==> config.mk <==
export PLATFORM = sky130hd
export DESIGN_NAME = adc_scan_seq
export DESIGN_NICKNAME = d
export VERILOG_FILES = /design/src/rtl/adc_scan_seq.sv
export SDC_FILE = /design/constraint.sdc
export NUM_CORES = 1
export LEC_CHECK = 0
export CORE_MARGIN = 8
export CORE_UTILIZATION = 25
export CTS_CLUSTER_SIZE = 40
export DETAILED_ROUTE_END_ITERATION = 16
export GPL_ROUTABILITY_DRIVEN = 1
export PLACE_DENSITY = 0.42
export SYNTH_ARGS = -nofsm -noshare
export SYNTH_HDL_FRONTEND = slang
export SYNTH_SLANG_ARGS = --single-unit
export TNS_END_PERCENT = 30
==> constraint.sdc <==
create_clock -name clk_i -period 5.55 [get_ports clk_i]
set_input_delay 1.3875 -clock clk_i [delete_from_list [all_inputs] [get_ports clk_i]]
set_output_delay 1.3875 -clock clk_i [all_outputs]
set_load 0.05 [all_outputs]
==> src/rtl/adc_scan_seq.sv <==
// ADC scan sequencer: on each trigger, oversamples every listed channel,
// averages the samples, and publishes the whole frame with a one-cycle valid pulse.
module adc_scan_seq #(
  parameter int unsigned NUM_CH      = 3,
  parameter int unsigned DATA_W      = 16,
  parameter int unsigned ADDR_W      = 7,
  parameter int unsigned AVG_LOG2    = 2,
  parameter int unsigned TIMEOUT_CYC = 1024,
  parameter logic [NUM_CH*ADDR_W-1:0] CH_ADDRS = {7'h1F, 7'h1E, 7'h17}
) (
  input  logic                     clk_i,
  input  logic                     rst_i,
  input  logic                     trigger_i,
  output logic [ADDR_W-1:0]        adc_addr_o,
  output logic                     adc_convst_o,
  input  logic                     adc_drdy_i,
  input  logic [DATA_W-1:0]        adc_data_i,
  output logic [NUM_CH*DATA_W-1:0] sample_o,
  output logic                     sample_valid_o,
  output logic                     busy_o,
  output logic                     timeout_o,
  output logic                     overrun_o,
  input  logic                     clr_err_i
);

  localparam int unsigned ACC_W  = DATA_W + AVG_LOG2;
  localparam int unsigned CH_W   = (NUM_CH > 1) ? $clog2(NUM_CH) : 1;
  localparam int unsigned SAMP_W = (AVG_LOG2 > 0) ? AVG_LOG2 : 1;
  localparam int unsigned TMO_W  = $clog2(TIMEOUT_CYC);

  localparam logic [SAMP_W-1:0] SAMP_LAST = SAMP_W'((1 << AVG_LOG2) - 1);
  localparam logic [CH_W-1:0]   CH_LAST   = CH_W'(NUM_CH - 1);
  localparam logic [TMO_W-1:0]  TMO_LAST  = TMO_W'(TIMEOUT_CYC - 1);

  typedef enum logic [2:0] {IDLE, CONV, WAIT, NEXT, DONE} state_t;

  state_t              state;
  logic [CH_W-1:0]     ch_idx;
  logic [CH_W-1:0]     ch_nxt;
  logic [SAMP_W-1:0]   samp_cnt;
  logic [TMO_W-1:0]    wait_cnt;
  logic [ACC_W-1:0]    acc;
  logic [DATA_W-1:0]   shadow [NUM_CH];
  logic [ADDR_W-1:0]   addr_tab [NUM_CH];

  // Unpack the channel address list into a lookup table.
  always_comb begin
    for (int k = 0; k < NUM_CH; k++) begin
      addr_tab[k] = CH_ADDRS[k*ADDR_W +: ADDR_W];
    end
  end

  assign ch_nxt = ch_idx + CH_W'(1);

  // Sequencer; sticky-flag clears come first so a coincident set overrides them.
  always_ff @(posedge clk_i or posedge rst_i) begin
    if (rst_i) begin
      state          <= IDLE;
      ch_idx         <= '0;
      samp_cnt       <= '0;
      wait_cnt       <= '0;
      acc            <= '0;
      adc_addr_o     <= addr_tab[0];
      adc_convst_o   <= 1'b0;
      sample_o       <= '0;
      sample_valid_o <= 1'b0;
      busy_o         <= 1'b0;
      timeout_o      <= 1'b0;
      overrun_o      <= 1'b0;
      for (int k = 0; k < NUM_CH; k++) begin
        shadow[k] <= '0;
      end
    end else begin
      adc_convst_o   <= 1'b0;
      sample_valid_o <= 1'b0;
      if (clr_err_i) begin
        timeout_o <= 1'b0;
        overrun_o <= 1'b0;
      end
      if (trigger_i && (state != IDLE)) begin
        overrun_o <= 1'b1;
      end
      case (state)
        IDLE: begin
          if (trigger_i) begin
            state        <= CONV;
            ch_idx       <= '0;
            samp_cnt     <= '0;
            acc          <= '0;
            adc_addr_o   <= addr_tab[0];
            adc_convst_o <= 1'b1;
            busy_o       <= 1'b1;
          end
        end
        CONV: begin
          wait_cnt <= '0;
          state    <= WAIT;
        end
        WAIT: begin
          if (adc_drdy_i) begin
            acc   <= acc + ACC_W'(adc_data_i);
            state <= NEXT;
          end else if (wait_cnt == TMO_LAST) begin
            // Abort: previous frame stays on sample_o, no valid pulse.
            timeout_o  <= 1'b1;
            busy_o     <= 1'b0;
            adc_addr_o <= addr_tab[0];
            state      <= IDLE;
          end else begin
            wait_cnt <= wait_cnt + TMO_W'(1);
          end
        end
        NEXT: begin
          if (samp_cnt != SAMP_LAST) begin
            samp_cnt     <= samp_cnt + SAMP_W'(1);
            adc_convst_o <= 1'b1;
            state        <= CONV;
          end else begin
            shadow[ch_idx] <= DATA_W'(acc >> AVG_LOG2);
            acc            <= '0;
            samp_cnt       <= '0;
            if (ch_idx == CH_LAST) begin
              state <= DONE;
            end else begin
              ch_idx       <= ch_nxt;
              adc_addr_o   <= addr_tab[ch_nxt];
              adc_convst_o <= 1'b1;
              state        <= CONV;
            end
          end
        end
        DONE: begin
          for (int k = 0; k < NUM_CH; k++) begin
            sample_o[k*DATA_W +: DATA_W] <= shadow[k];
          end
          sample_valid_o <= 1'b1;
          busy_o         <= 1'b0;
          adc_addr_o     <= addr_tab[0];
          state          <= IDLE;
        end
        default: state <= IDLE;
      endcase
    end
  end

endmodule

# [After elaboration in Yosys (flattened, before gate mapping)]
# Cells that the tools add are included.
[classes] addsub=4 n_mul=0 div=0 n_lt_le_gt_ge=3 n_eq_ne=15 n_shift=0 muxes=46 bitwise_logic=3 n_reduce_logical=18
[op_table] op="$mux 18" n=3
[op_table] op="$pmux 18 s3" n=1
[op_table] op="$mux 7" n=7
[op_table] op="$bwmux 48" n=1
[op_table] op="$demux 16 s2" n=1
[op_table] op="$pmux 7 s4" n=1
[op_table] op="$mux 10" n=2
[op_table] op="$pmux 10 s2" n=1
[op_table] op="$add 18x16->18" n=1
[op_table] op="$mux 16" n=1
[op_table] op="$ne 2x2->1 const B" n=8
[op_table] op="$mux 3" n=5
[op_table] op="$bmux 7 s2" n=1
[op_table] op="$mux 1" n=13
[op_table] op="$pmux 3 s4" n=1
[op_table] op="$reduce_and 4->1" n=3
[op_table] op="$add 10x1->10 const B" n=1
[op_table] op="$eq 10x10->1 const B" n=1
[op_table] op="$reduce_bool 3->1" n=3
[op_table] op="$mux 2" n=4
[op_table] op="$pmux 2 s2" n=2
[op_table] op="$eq 3x2->1 const B" n=2
[op_table] op="$ge 3x3->1 const B" n=2
[op_table] op="$not 2->3" n=2
[op_table] op="other kinds (16)" n=22
[totals] regBits=143 latch_bits=0 ram_bits=0 romBits=0 in_bits=21 output_inout_bits=60 elab_cells=104 n_memories=0

# [Depth between registers and ports, before layout]
[depth] depth_word=8 ltp_mapped=9

# [Worst setup path before layout]
# No wires, ideal clock.
[synth_timing] kind="input -> register" from="input adc_data_i[0]" to="register acc[14]" setup_ns=0.069 t_arrival_ns=3.114 required_ns=5.481 slack_ns=2.367 path_stages=9 n_path_buf=0 path_cell_list="ha_1 inv_1 fa_1 nor2b_1 o2111ai_1 a21oi_1 o31ai_1 or4_1 nand3_1"
[synth_via] elab_chain_cells=3
[synth_lines] element="from (decl)" line="17" rtl="input logic [DATA_W-1:0] adc_data_i,"
[synth_lines] element="$add 18x16->18" line="101" rtl="acc <= acc + ACC_W'(adc_data_i);"
[synth_lines] element="$mux 18" line="100" rtl="if (adc_drdy_i) begin"
[synth_lines] element="$pmux 18 s3" line="83" rtl="case (state)"
[synth_lines] element="to (signal assigned)" line="101"
[synth_lines] element="to (decl)" line="42" rtl="logic [ACC_W-1:0] acc;"
# No other way between the ends. The select of a mux whose other input is x is not followed.
# A chain may end at the register's enable or synchronous reset.

# [Worst setup path after layout]
# Ends and elaborated chain as after synthesis.

==> impl_results.md <==
- Yosys cell types: 57
- Syn Std Cell Area: 6340 um2
- GR Util All Layers: 10.1%
- 1st-iter DRT viols: 226
- Area grow syn2layout: 26.4%
- Worst IR Drop VDD: 0.199 mV
- Routed via count: 4,146
- Share of cells above drive strength 1: 20.8%
- Final Setup Violations: 0
- Max Fclk: 285 MHz
- # clock sinks: 139
- Drt drc: 0
- Setup slack after placement: 1590 ps
- Avg WL per Cell: 16.0 um
- Clock Skews: 12.8 ps
- Top FF cell, synth: dfrtp_1
- Slew Viols, Final: 0
- H-tree depth: 4
- IO Port Bufs: 78
- Mapped Cells: 517
- Critical-path top delay cell: clkdlybuf4s50_1
- Worst slew pin tran: 1000 ps
- Crit-path max FO: 3
- Worst path top cell family by delay: simple AND/OR/NAND/NOR gates
- Core area: 25,000 um2
- PD cells: 415 nW/um2
- Die W: 175 um
- Period utilization: 63.2%
- Area leader, netlist: dfrtp_1
- CTS clk-pin slew, worst paths: 60 ps
- Post-synthesis sequential area ratio: 54.9%
- Post-route setup TNS: 0 ps
- Crit path largest cell delay: 500 ps
- Hold Buf Count CTS: 0
- Yosys warns: 0
- Overflow after GRT: 0
- Root Driver: clkbuf_16
- Final ANT Viol Nets: 0
- Avg Cell Area, Syn: 12.3 um2
- Final net count: 635
- Post-synth EDFFs: 0
- Global-route wire length before repair: 24.0 mm
- CP cell instances: clkdlybuf4s50_1 -> ha_1 -> inv_1 -> fa_1 -> nor2b_1 -> o2111ai_1 -> a21oi_1 -> o31ai_1 -> or4_1 -> nand3_1
- CP Buf/Inv Count: 2
- Area of the die: 30,700 um2
- Routability cong.: 0.803
- Slew HR: 33.3%
- Hold WC Path Type: register to register
- Outcome: finished, final reports clean
- CTS tree: done
- RSZ-0062 raised after global routing: no
- Initial antenna violation count: 0
- Vias per cell: 4.43
- CP Data Arrival Time: 3860 ps
- Dpl hpwl: 10.5 mm
- Synth Register Bits: 139
- Final hold violations: 0
- Largest net degree at the start of global routing: 109
- I/O Pins: 81
- Worst R2R Setup Slack: 3160 ps
- Setup bufs post-CTS: 0
- Final min period: 3510 ps
- Fill cells: 2,526
- Starting Density: 25.3%
- # diodes: 0
- Crit. End Element: register
- Lkg Pwr: 0.00372 uW
- Worst Setup Start Kind: primary input
- Row count: 58
- Total Wirelength: 15.0 mm
- Final worst slack: 2040 ps
- Async set-reset flop share out of synthesis: 100%
- Clock Latency Late Sink: 420 ps
- Die span in y: 175 um
- CP Class: primary input to register
- Vias in the first global route: 4,243
- Critical path required time: 5900 ps
- MaxCap Viol Count: 0
- CTS max path bufs: 2
- Post-cts gate resize count: 0
- CTS Buf Count: 17
- DRT Pass-1 Iters: 4
- Top post-synthesis cells by area: dfrtp_1 (54%), mux2_2 (14%), ha_1 (4.1%), mux2_1 (2.5%), nand2_1 (2.1%)
- Synth top area share: 54.0%
-- final timing paths --
| kind | start | cells after the start | to |
|---|---|---|---|
| worst max-delay path | adc_data_i[0] | 10 | acc[14] |
| max in group asynchronous | rst_i | 3 | shadow[42] |
| worst min register to register | shadow[15] | 2 | shadow[15] |
| min in group asynchronous | rst_i | 2 | sample_o[6] |
| worst max register to register | acc[6] | 7 | acc[17] |
| worst min-delay path | shadow[15] | 2 | shadow[15] |
-- where the power goes --
group / total [uW] / switching [uW] / internal (uW)
registers: 1360 / 190 / 1170
clock network: 1100 / 463 / 640
logic: 865 / 505 / 360
total: 3330 / 1160 / 2170
-- metal layers --
layer	vias up	GRT usage [%]	wire [um]
met3	14	3.01	822
met4	0	3.67	202
met1	2045	13.1	7120
met2	86	15.6	6850
met5	-	0	0
li1	2001	-	-
-- Yosys cell counts, types with 3 or more instances --
master and instances:
a21o_1 9, a21oi_1 25, and3_1 3, buf_2 14, buf_4 4, clkbuf_1 7, dfrtp_1 137, ha_1 21
inv_1 13, mux2_1 14, mux2_2 79, nand2_1 36, nand2_2 3, nand2b_1 7, nand3_1 7, nand4_1 7
nor2_1 17, nor2b_1 5, nor3_1 4, o211ai_1 3, o21ai_0 27, o21bai_1 5, o22ai_1 4, o31ai_1 5
or3_1 4, xnor2_1 11, xor2_1 9
-- flip-flops by register name, indices dropped and copies added, names as in the netlist --
signal / flops
state: 3
wait_cnt: 10
sample_valid_o: 1
busy_o: 1
samp_cnt: 2
sample_o: 48
adc_convst_o: 1
ch_idx: 2
adc_addr_o: 3
timeout_o: 1
overrun_o: 1
shadow: 48
acc: 18
-- metrics by stage --
stage	instances	power (uW)	utilization (%)	hold slack [ps]	area (um2)
2_1_floorplan	518	2000	-	444	6350
3_3_place_gp	903	2250	29.7	476	7440
3_5_place_dp	903	2260	29.7	473	7440
4_1_cts	935	3380	32.0	487	8020
5_1_grt	935	3550	32.0	504	8020
6_report	935	3330	32.0	487	8020
-- area by class of cell --
cell class                 count  area [um2]  share of cell area (%)
clock buffer                  19         443                    5.52
clock inverter                13         131                    1.64
inverter                      13        53.8                   0.671
multi-input combinational    340        2690                    33.6
sequential                   139        3480                    43.4
tap                          330         413                    5.15
timing repair buffer          81         803                    10.0
-- placed cells by master, fill, tap and decap left out, types with 6 or more instances in the layout --
cell type / synthesis / routed
a21o_1: 9 / 9
a21oi_1: 25 / 25
clkbuf_16: 0 / 17
clkdlybuf4s50_1: 0 / 78
dfrtp_1: 137 / 137
ha_1: 21 / 21
inv_1: 13 / 12
inv_6: 0 / 6
mux2_1: 14 / 14
mux2_2: 79 / 79
nand2_1: 36 / 36
nand2b_1: 7 / 7
nand3_1: 7 / 7
nand4_1: 7 / 7
nor2_1: 17 / 17
o21ai_0: 27 / 27
xnor2_1: 11 / 11
xor2_1: 9 / 9
-- worst register-to-register path, cell delays in order (launching register included) --
cell and delay [ps]:
dfrtp_1 450, ha_1 390, a21oi_1 220, o211ai_1 140
a221oi_2 470, o41ai_1 200, a311o_1 380, nand2_1 70
-- cells by family after synthesis --
| group | after synthesis | synth area share (%) |
|---|---|---|
| buffers and inverters | 39 | 2.82 |
| multiplexers | 93 | 16.5 |
| XOR/XNOR | 20 | 2.76 |
| AND/OR/NAND/NOR | 108 | 9.05 |
| adder cells (fa/ha/maj) | 22 | 4.46 |
| flip-flops | 139 | 54.9 |
| other | 1 | 0.0591 |
| AO/OA/AOI/OAI | 95 | 9.49 |
Power figures use the tool's default switching activity.
